==> config.mk <==
export PLATFORM = sky130hd
export DESIGN_NAME = ltssm_ctrl
export DESIGN_NICKNAME = d
export VERILOG_FILES = /design/src/rtl/ltssm_ctrl.sv
export SDC_FILE = /design/constraint.sdc
export NUM_CORES = 1
export LEC_CHECK = 0
export ABC_AREA = 0
export CORE_MARGIN = 2
export CORE_UTILIZATION = 43
export CTS_CLUSTER_SIZE = 14
export DETAILED_ROUTE_END_ITERATION = 10
export PLACE_DENSITY = 0.76
export SYNTH_ARGS = -nofsm -noshare
export SYNTH_HDL_FRONTEND = slang
export SYNTH_SLANG_ARGS = --single-unit
==> constraint.sdc <==
create_clock -name clk -period 2.17 [get_ports clk]
set_input_delay 0.651 -clock clk [delete_from_list [all_inputs] [get_ports clk]]
set_output_delay 0.651 -clock clk [all_outputs]
set_load 0.01 [all_outputs]
==> src/rtl/ltssm_ctrl.sv <==
// ltssm_ctrl: parametrised link training state machine.
// Walks DETECT -> POLLING -> CONFIG -> L0. Each training step is qualified by
// MATCH_CNT consecutive matching valid words. Timed states fall back to
// DETECT after TIMEOUT_CYC cycles. L0 <-> RECOVERY forms a retrain loop, and
// each L0 -> RECOVERY entry is counted in a saturating counter.
//
// Ports:
//   clk          clock; all logic runs on the rising edge
//   rst_n        asynchronous active-low reset
//   valid        qualifier for ts_data
//   ts_data      received training word, DATA_W bits
//   link_down    level input; forces DETECT
//   retrain_req  level input; requests RECOVERY while in L0
//   state        current state encoding (registered)
//   link_up      high exactly while state is L0 (registered)
//   timeout      one-cycle pulse after a timeout transition (registered)
//   recov_cnt    saturating count of L0 -> RECOVERY entries (registered)
module ltssm_ctrl #(
  parameter int DATA_W      = 32,
  parameter int MATCH_CNT   = 8,
  parameter int TIMEOUT_CYC = 1024,
  parameter int RCNT_W      = 8
) (
  input  logic              clk,
  input  logic              rst_n,
  input  logic              valid,
  input  logic [DATA_W-1:0] ts_data,
  input  logic              link_down,
  input  logic              retrain_req,
  output logic [3:0]        state,
  output logic              link_up,
  output logic              timeout,
  output logic [RCNT_W-1:0] recov_cnt
);

  typedef enum logic [3:0] {
    DETECT              = 4'd0,
    POLLING_ACTIVE      = 4'd1,
    POLLING_CONFIG      = 4'd2,
    CONFIG_LANENUM_WAIT = 4'd3,
    CONFIG_COMPLETE     = 4'd4,
    CONFIG_IDLE         = 4'd5,
    L0                  = 4'd6,
    RECOVERY            = 4'd7
  } state_e;

  localparam int MC_W = (MATCH_CNT > 1) ? $clog2(MATCH_CNT) : 1;
  localparam int TC_W = $clog2(TIMEOUT_CYC);
  localparam logic [MC_W-1:0] MC_LAST = MC_W'(MATCH_CNT - 1);
  localparam logic [TC_W-1:0] TC_LAST = TC_W'(TIMEOUT_CYC - 1);

  localparam logic [DATA_W-1:0] P_PA   = {(DATA_W/8){8'hAA}};
  localparam logic [DATA_W-1:0] P_PC   = {(DATA_W/8){8'hBB}};
  localparam logic [DATA_W-1:0] P_CFG  = {(DATA_W/8){8'hCC}};
  localparam logic [DATA_W-1:0] P_IDLE = {(DATA_W/8){8'hDD}};
  localparam logic [DATA_W-1:0] P_REC  = {(DATA_W/8){8'hEE}};

  // state_r is kept as a plain 4-bit vector so illegal encodings 8..15 are
  // representable and recovered from.
  logic [3:0]        state_r;
  logic [3:0]        next_s;
  logic [MC_W-1:0]   mcnt_r;
  logic [TC_W-1:0]   tcnt_r;
  logic              link_up_r;
  logic              timeout_r;
  logic [RCNT_W-1:0] recov_cnt_r;

  logic [DATA_W-1:0] exp_pat_s;
  logic              match_s;
  logic              qual_s;
  logic              timed_s;
  logic              tmo_hit_s;
  logic              to_s;
  logic              rinc_s;

  // Expected training pattern for the current state.
  always_comb begin
    exp_pat_s = {DATA_W{1'b0}};
    case (state_r)
      DETECT:         exp_pat_s = P_PA;
      POLLING_ACTIVE: exp_pat_s = P_PC;
      POLLING_CONFIG: exp_pat_s = P_CFG;
      CONFIG_IDLE:    exp_pat_s = P_IDLE;
      L0:             exp_pat_s = P_REC;
      RECOVERY:       exp_pat_s = P_IDLE;
      default:        exp_pat_s = {DATA_W{1'b0}};
    endcase
  end

  assign match_s   = (ts_data == exp_pat_s);
  assign qual_s    = valid && match_s && (mcnt_r == MC_LAST);
  assign timed_s   = (state_r == POLLING_ACTIVE) || (state_r == POLLING_CONFIG) ||
                     (state_r == CONFIG_IDLE)    || (state_r == RECOVERY);
  assign tmo_hit_s = timed_s && (tcnt_r == TC_LAST);

  // Next-state decode. link_down overrides everything, illegal encodings
  // fall into the default arm, and a qualified match beats a timeout.
  always_comb begin
    next_s = state_r;
    to_s   = 1'b0;
    rinc_s = 1'b0;
    if (link_down) begin
      next_s = DETECT;
    end else begin
      case (state_r)
        DETECT: begin
          if (qual_s) next_s = POLLING_ACTIVE;
          else        next_s = DETECT;
        end
        POLLING_ACTIVE: begin
          if (qual_s)         next_s = POLLING_CONFIG;
          else if (tmo_hit_s) begin next_s = DETECT; to_s = 1'b1; end
          else                next_s = POLLING_ACTIVE;
        end
        POLLING_CONFIG: begin
          if (qual_s)         next_s = CONFIG_LANENUM_WAIT;
          else if (tmo_hit_s) begin next_s = DETECT; to_s = 1'b1; end
          else                next_s = POLLING_CONFIG;
        end
        CONFIG_LANENUM_WAIT: next_s = CONFIG_COMPLETE;
        CONFIG_COMPLETE:     next_s = CONFIG_IDLE;
        CONFIG_IDLE: begin
          if (qual_s)         next_s = L0;
          else if (tmo_hit_s) begin next_s = DETECT; to_s = 1'b1; end
          else                next_s = CONFIG_IDLE;
        end
        L0: begin
          // Retrain exit needs only one beat; no MATCH_CNT qualification.
          if (retrain_req || (valid && match_s)) begin
            next_s = RECOVERY;
            rinc_s = 1'b1;
          end else begin
            next_s = L0;
          end
        end
        RECOVERY: begin
          if (qual_s)         next_s = L0;
          else if (tmo_hit_s) begin next_s = DETECT; to_s = 1'b1; end
          else                next_s = RECOVERY;
        end
        default: next_s = DETECT;
      endcase
    end
  end

  // State, match/timeout counters and registered outputs.
  always_ff @(posedge clk or negedge rst_n) begin
    if (!rst_n) begin
      state_r     <= DETECT;
      mcnt_r      <= '0;
      tcnt_r      <= '0;
      link_up_r   <= 1'b0;
      timeout_r   <= 1'b0;
      recov_cnt_r <= '0;
    end else begin
      state_r   <= next_s;
      link_up_r <= (next_s == L0);
      timeout_r <= to_s;

      // link_down also clears the match run while staying in DETECT.
      if (link_down || (next_s != state_r)) mcnt_r <= '0;
      else if (valid && match_s)           mcnt_r <= mcnt_r + MC_W'(1'b1);
      else if (valid)                      mcnt_r <= '0;
      else                                 mcnt_r <= mcnt_r;

      if (link_down || (next_s != state_r)) tcnt_r <= '0;
      else if (timed_s)                    tcnt_r <= tcnt_r + TC_W'(1'b1);
      else                                 tcnt_r <= '0;

      if (rinc_s && (recov_cnt_r != {RCNT_W{1'b1}}))
        recov_cnt_r <= recov_cnt_r + RCNT_W'(1'b1);
      else
        recov_cnt_r <= recov_cnt_r;
    end
  end

  assign state     = state_r;
  assign link_up   = link_up_r;
  assign timeout   = timeout_r;
  assign recov_cnt = recov_cnt_r;

endmodule
* Word-level counts from Yosys, hierarchy flattened *
Cells that the tools add are included.

storage, ports and cells
  ROM bits = 0
  memories kept = 0
  latch bits = 0
  input bits = 37
  register bits = 27
  RAM bits = 0
  output and inout port bits = 14

operators by class
  equality and inequality tests = 13
  reduce and logical (&&, ||, !) cells = 13
  bitwise gates (word level) = 0
  add/subtract/negate cells = 3
  magnitude comparators = 0
  multiplexer cells = 25
  divide/modulo/power cells = 0
  shifts and indexed selects = 0
  $mul = 0

operators by type and width
  operator                                              count
  one-hot mux 32 bit (5 select lines)                   1
  equality test 32 bit                                  1
  one-hot mux 4 bit (8 select lines)                    1
  2-to-1 mux 3 bit                                      7
  equality test 4 x 3 -> 1 bit (second input constant)  5
  2-to-1 mux 10 bit                                     2
  adder 10 x 1 -> 10 bit (second input constant)        1
  equality test 10 bit (second input constant)          1
  2-to-1 mux 1 bit                                      10
  adder 8 x 1 -> 8 bit (second input constant)          1
  equality test 4 x 2 -> 1 bit (second input constant)  2
  != test 8 bit (second input constant)                 1
  2-to-1 mux 2 bit                                      3
  logical OR 1 bit                                      5
  equality test 4 x 1 -> 1 bit (second input constant)  1
  logical AND 1 bit                                     4
  logical NOT 4 bit                                     1
  2-to-1 mux 4 bit                                      1
  != test 4 bit                                         1
  OR reduction 4 bit                                    1
  adder 3 x 1 -> 3 bit (second input constant)          1
  equality test 3 bit (second input constant)           1
  nonzero test 3 bit                                    1
  OR reduction 2 bit                                    1

* Logic depth before layout (Yosys ltp) *
  depth in word-level cells = 12
  mapped depth = 8

* Worst setup path before layout *
No wires, ideal clock.

  kind = input port to flip-flop
  start point = in ts_data[3]
  end point = reg link_up_r (netlist: link_up)
  setup slack = -0.502 ns
  stages = 6
  arrival = 2.553 ns
  required time = 2.051 ns
  buffers on the path = 0
  cells stage by stage = or4_4 o311ai_2 o2111ai_1 nor4b_4 mux2_1 o21a_1

between the ends
  longest elaborated chain between the ends = 7
  elaborated cells on any way between the ends = 13

RTL lines
  item                                                   line     RTL
  from (decl)                                            27       input logic [DATA_W-1:0] ts_data,
  equality test 32 bit (*)                               90       assign match_s = (ts_data == exp_pat_s);
  logical AND 1 bit (*)                                  91, 129
  logical AND 1 bit or logical OR 1 bit (tied branches)  91, 129
  2-to-1 mux 3 bit, or another cell as far along         137      if (qual_s) next_s = L0;
  one-hot mux 4 bit (8 select lines) (*)                 105      case (state_r)
  2-to-1 mux 4 bit (*)                                   102      if (link_down) begin
  equality test 4 x 3 -> 1 bit (*)                       157      link_up_r <= (next_s == L0);
  to (signal assigned)                                   157
  to (decl)                                              64       logic link_up_r;

Every way passes the cells marked *; elsewhere a longest branch is shown, timed or not.
A chain may end at the register's enable or synchronous reset.

* Worst setup path after layout *
  start point = in ts_data[15]
  end point = reg recov_cnt_r[5] (netlist: recov_cnt[5])

between the ends
  longest elaborated chain between the ends = 7

RTL lines
  item                  line  RTL
  equality test 32 bit  90
  logical AND 1 bit     129   if (retrain_req || (valid && match_s)) begin
  logical OR 1 bit      129
  2-to-1 mux 1 bit      129
  2-to-1 mux 1 bit      105
  2-to-1 mux 1 bit      102
  logical AND 1 bit     170   if (rinc_s && (recov_cnt_r != {RCNT_W{1'b1}}))
  to (signal assigned)  171   recov_cnt_r <= recov_cnt_r + RCNT_W'(1'b1);
  to (signal assigned)  173   recov_cnt_r <= recov_cnt_r;
  to (decl)             66    logic [RCNT_W-1:0] recov_cnt_r;

Every way passes these cells.

==> run summary <==
path type of the worst min-delay path: flop to flop
number of buffer cells added on primary ports: 49
shortest period the worst path allows: 2.51 ns
wire length of the first global-routing pass: 8.40 mm
count of state elements after synthesis: 26
# clock sinks: 26
vias in the first global route: 1874
total length of routed wires: 5.17 mm
clock latency on the worst-skew pair: 0.27 ns
H-tree depth reported by CTS: 1
dominant synthesized flop cell: sky130_fd_sc_hd__dfrtp_1
overflow left after global routing: 0
total power per unit cell area: 354 mW/mm^2
clock share of power: 0.390
cell count after synthesis: 180
startpoint of the worst register-to-register path: state[0]
clock transition time at the flip-flop clock pins of the worst setup and hold paths: 0.09 ns
status: finished, violations left
layout net count: 303
overall power consumption: 0.00103 W
Die Y-Extent: 69 microns
gp weighted congestion: 0.908
setup TNS: -8.03 ns
clock tree from TritonCTS: done
path depth of the worst reg2reg path: 9
top achievable clock speed: 398 MHz
Net Sw Power: 0.000217 W
RSZ-0062 raised after global routing: yes
largest net degree at the start of global routing: 27
crit-path max FO: 7
P_leak: 1.24 nW
post-synthesis average cell area: 10.1 sq um
Setup crit start: ts_data[15]
core utilization of the finished layout: 0.720
CP Class: input pin to flop
global router's overall resource usage: 0.210
total nets after synthesis: 221
met3 GRT Util: 0.0439
total area of multi-input combinational cells: 0.00133 sq mm
fraction of synthesis flops using an asynchronous set or reset pin: 1.00
Max Transition Viols Final: 0
fraction of power spent switching nets: 0.211
grt met1 use: 0.259
arrival time of the worst setup path: 2.67 ns
number of placed I/O pins: 51
met2 GRT Util: 0.370
synthesized area: 0.00182 sq mm
Final setup violation count: 28
mean routed wirelength per cell: 16.6 microns
placed wire-length estimate after detailed placement: 3.64 mm
number of antenna violations at the first check in global routing: 0
vias per std cell: 5.74
routed via count: 1785
cell internal pwr: 0.000812 W
synthesis-to-finish area growth: 59.7%
GRT busiest layer: met2
number of inserted filler cells in the final layout: 290
type of element launching the critical path: input pin
count of flip-flops with a built-in enable after synthesis: 0
number of standard cells in the layout, taps in and fillers out: 311
highest ir drop seen on vdd: 361 uV
number of clock buffers inserted by TritonCTS: 3
worst clock skew: 0.00755 ns
endpoint class of the critical path: flop
required arrival time at the worst endpoint: 2.33 ns
Worst setup endpoint: recov_cnt[5]
smallest setup slack after layout: -0.344 ns
total count of hold-check failures in the final report: 0
Seq. cell area: 651 sq um
Placement Rows: 23
portion of total power attributed to sequential cells: 0.473
RR Endpoint: mcnt_r[1]
die outline width: 69 microns
starting density of the core: 0.451
number of cells in the design after placement: 303
Post-CTS Hold Fix Bufs: 0
number of nets with antenna violations after detailed routing: 0
Iter 0 DRT Violations: 68
First-pass DRT Iterations: 4
failing checks: negative setup slack
most common cell after layout, fill and taps aside: sky130_fd_sc_hd__clkdlybuf4s50_1
final worst path period share: 1.16
register-to-register setup slack: -0.21 ns
ratio of cells with drive above 1 in the final layout: 0.356
die area: 0.00476 sq mm
clock root buffer master: sky130_fd_sc_hd__clkbuf_8
DRC: 0
antenna cells: 0
Max Root-Sink Buffers: 2
number of library cell types mapped by synthesis: 54
commonest cells after routing, fill and taps aside: sky130_fd_sc_hd__clkdlybuf4s50_1 (35), sky130_fd_sc_hd__buf_4 (30), sky130_fd_sc_hd__dfrtp_1 (26), sky130_fd_sc_hd__nand4_1 (11), sky130_fd_sc_hd__nand2_1 (11)
part of the power in combinational logic: 0.136
CORE AREA: 0.00403 sq mm
count of maximum capacitance violations: 0
Yosys warning count: 0
sequential cell area fraction in the yosys report: 0.358
-- worst max-delay path, cell delays in order --
cell                        delay [ns]
sky130_fd_sc_hd__buf_6            0.09
sky130_fd_sc_hd__or4_4            0.57
sky130_fd_sc_hd__o41ai_4          0.27
sky130_fd_sc_hd__a31oi_4          0.17
sky130_fd_sc_hd__nor4b_4          0.33
sky130_fd_sc_hd__buf_6            0.19
sky130_fd_sc_hd__buf_12           0.13
sky130_fd_sc_hd__o2111ai_4        0.11
sky130_fd_sc_hd__xnor2_2          0.16
-- power by group through the flow --
| stage | Clock, W | Sequential, W | Combinational, W |
|---|---|---|---|
| 3_5_place_dp | 0 | 0.000496 | 0.000126 |
| 3_3_place_gp | 0 | 0.000496 | 0.000124 |
| 4_1_cts | 0.000408 | 0.000487 | 0.000121 |
| 6_report | 0.000401 | 0.000487 | 0.000140 |
| 5_1_grt | 0.000428 | 0.000487 | 0.000151 |
| 2_1_floorplan | 0 | 0.000496 | 0.0000263 |
-- Yosys cell counts (4+ instances only) --
library cell	number	area [sq um]
sky130_fd_sc_hd__a21oi_1	4	20.0
sky130_fd_sc_hd__ha_1	4	50.1
sky130_fd_sc_hd__nor2_1	5	18.8
sky130_fd_sc_hd__xnor2_1	10	87.6
sky130_fd_sc_hd__nor4_1	4	25.0
sky130_fd_sc_hd__nand3_1	6	30.0
sky130_fd_sc_hd__nor3_2	7	70.1
sky130_fd_sc_hd__a211oi_1	4	30.0
sky130_fd_sc_hd__clkbuf_1	4	15.0
sky130_fd_sc_hd__and3_1	4	25.0
sky130_fd_sc_hd__dfrtp_1	26	651
sky130_fd_sc_hd__nand4_1	11	68.8
sky130_fd_sc_hd__xor2_1	5	43.8
sky130_fd_sc_hd__nor3_1	4	20.0
sky130_fd_sc_hd__o2111ai_1	6	52.6
sky130_fd_sc_hd__nand2_1	12	45.0
sky130_fd_sc_hd__o211ai_1	5	37.5
-- stage by stage --
stage | setup WS (ns) | cell area, sq um | hold WS (ns)
global placement | -0.953 | 2580 | 0.480
finish | -0.344 | 2900 | 0.494
CTS | -0.369 | 2670 | 0.498
global route | -0.413 | 2900 | 0.542
floorplan | -0.495 | 1820 | 0.355
detailed placement | -0.965 | 2580 | 0.480
-- registers in the layout, indices dropped and copies added (netlist names) --
signal,count
state,3
recov_cnt,8
tcnt_r,10
mcnt_r,3
timeout,1
link_up,1
-- worst min path at each step --
stage / from / to / slack (ns) / cells past startpoint
after CTS: recov_cnt[4] / recov_cnt[4] / 0.50 / 1
after detailed placement: recov_cnt[4] / recov_cnt[4] / 0.48 / 1
after floorplan: rst_n / link_up / 0.36 / 0
after global placement: recov_cnt[4] / recov_cnt[4] / 0.48 / 1
after global routing: recov_cnt[4] / recov_cnt[4] / 0.54 / 1
final: recov_cnt[4] / recov_cnt[4] / 0.49 / 1
-- logic make-up (layout without fill, tap and decap cells) --
logic type | count (synthesis) | after routing | synth area share
simple gates | 82 | 82 | 0.310
mux | 4 | 4 | 0.0241
other cells | 1 | 1 | 0.00206
xor+xnor | 15 | 15 | 0.0723
fa+ha+maj | 4 | 4 | 0.0275
flops | 26 | 26 | 0.358
buf+inv | 11 | 91 | 0.0337
compound gates | 37 | 38 | 0.172
-- routing by layer --
| layer | vias to the layer above | wire, microns | share of wire |
|---|---|---|---|
| met2 | 40 | 2650 | 0.51 |
| li1 | 868 | - | - |
| met4 | 0 | 74 | 0.014 |
| met5 | - | 0 | 0 |
| met3 | 8 | 203 | 0.039 |
| met1 | 869 | 2240 | 0.43 |
-- cell type report --
type | count | area share
multi-input cells | 144 | 0.460
repair buffers | 84 | 0.266
flip-flops and latches | 26 | 0.224
well taps | 50 | 0.0216
clock buffers | 3 | 0.0142
clock inverters | 1 | 0.0103
inverters | 3 | 0.00388
-- what timing repair did --
| action | in CTS | in global routing |
|---|---|---|
| setup endpoints to repair | 27 | 28 |
| gates resized for setup | 48 | 36 |
| cloned | 0 | 2 |
| setup buffers | 1 | 1 |
| pin swaps | 15 | 30 |
(Power assumes the default switching activity.)
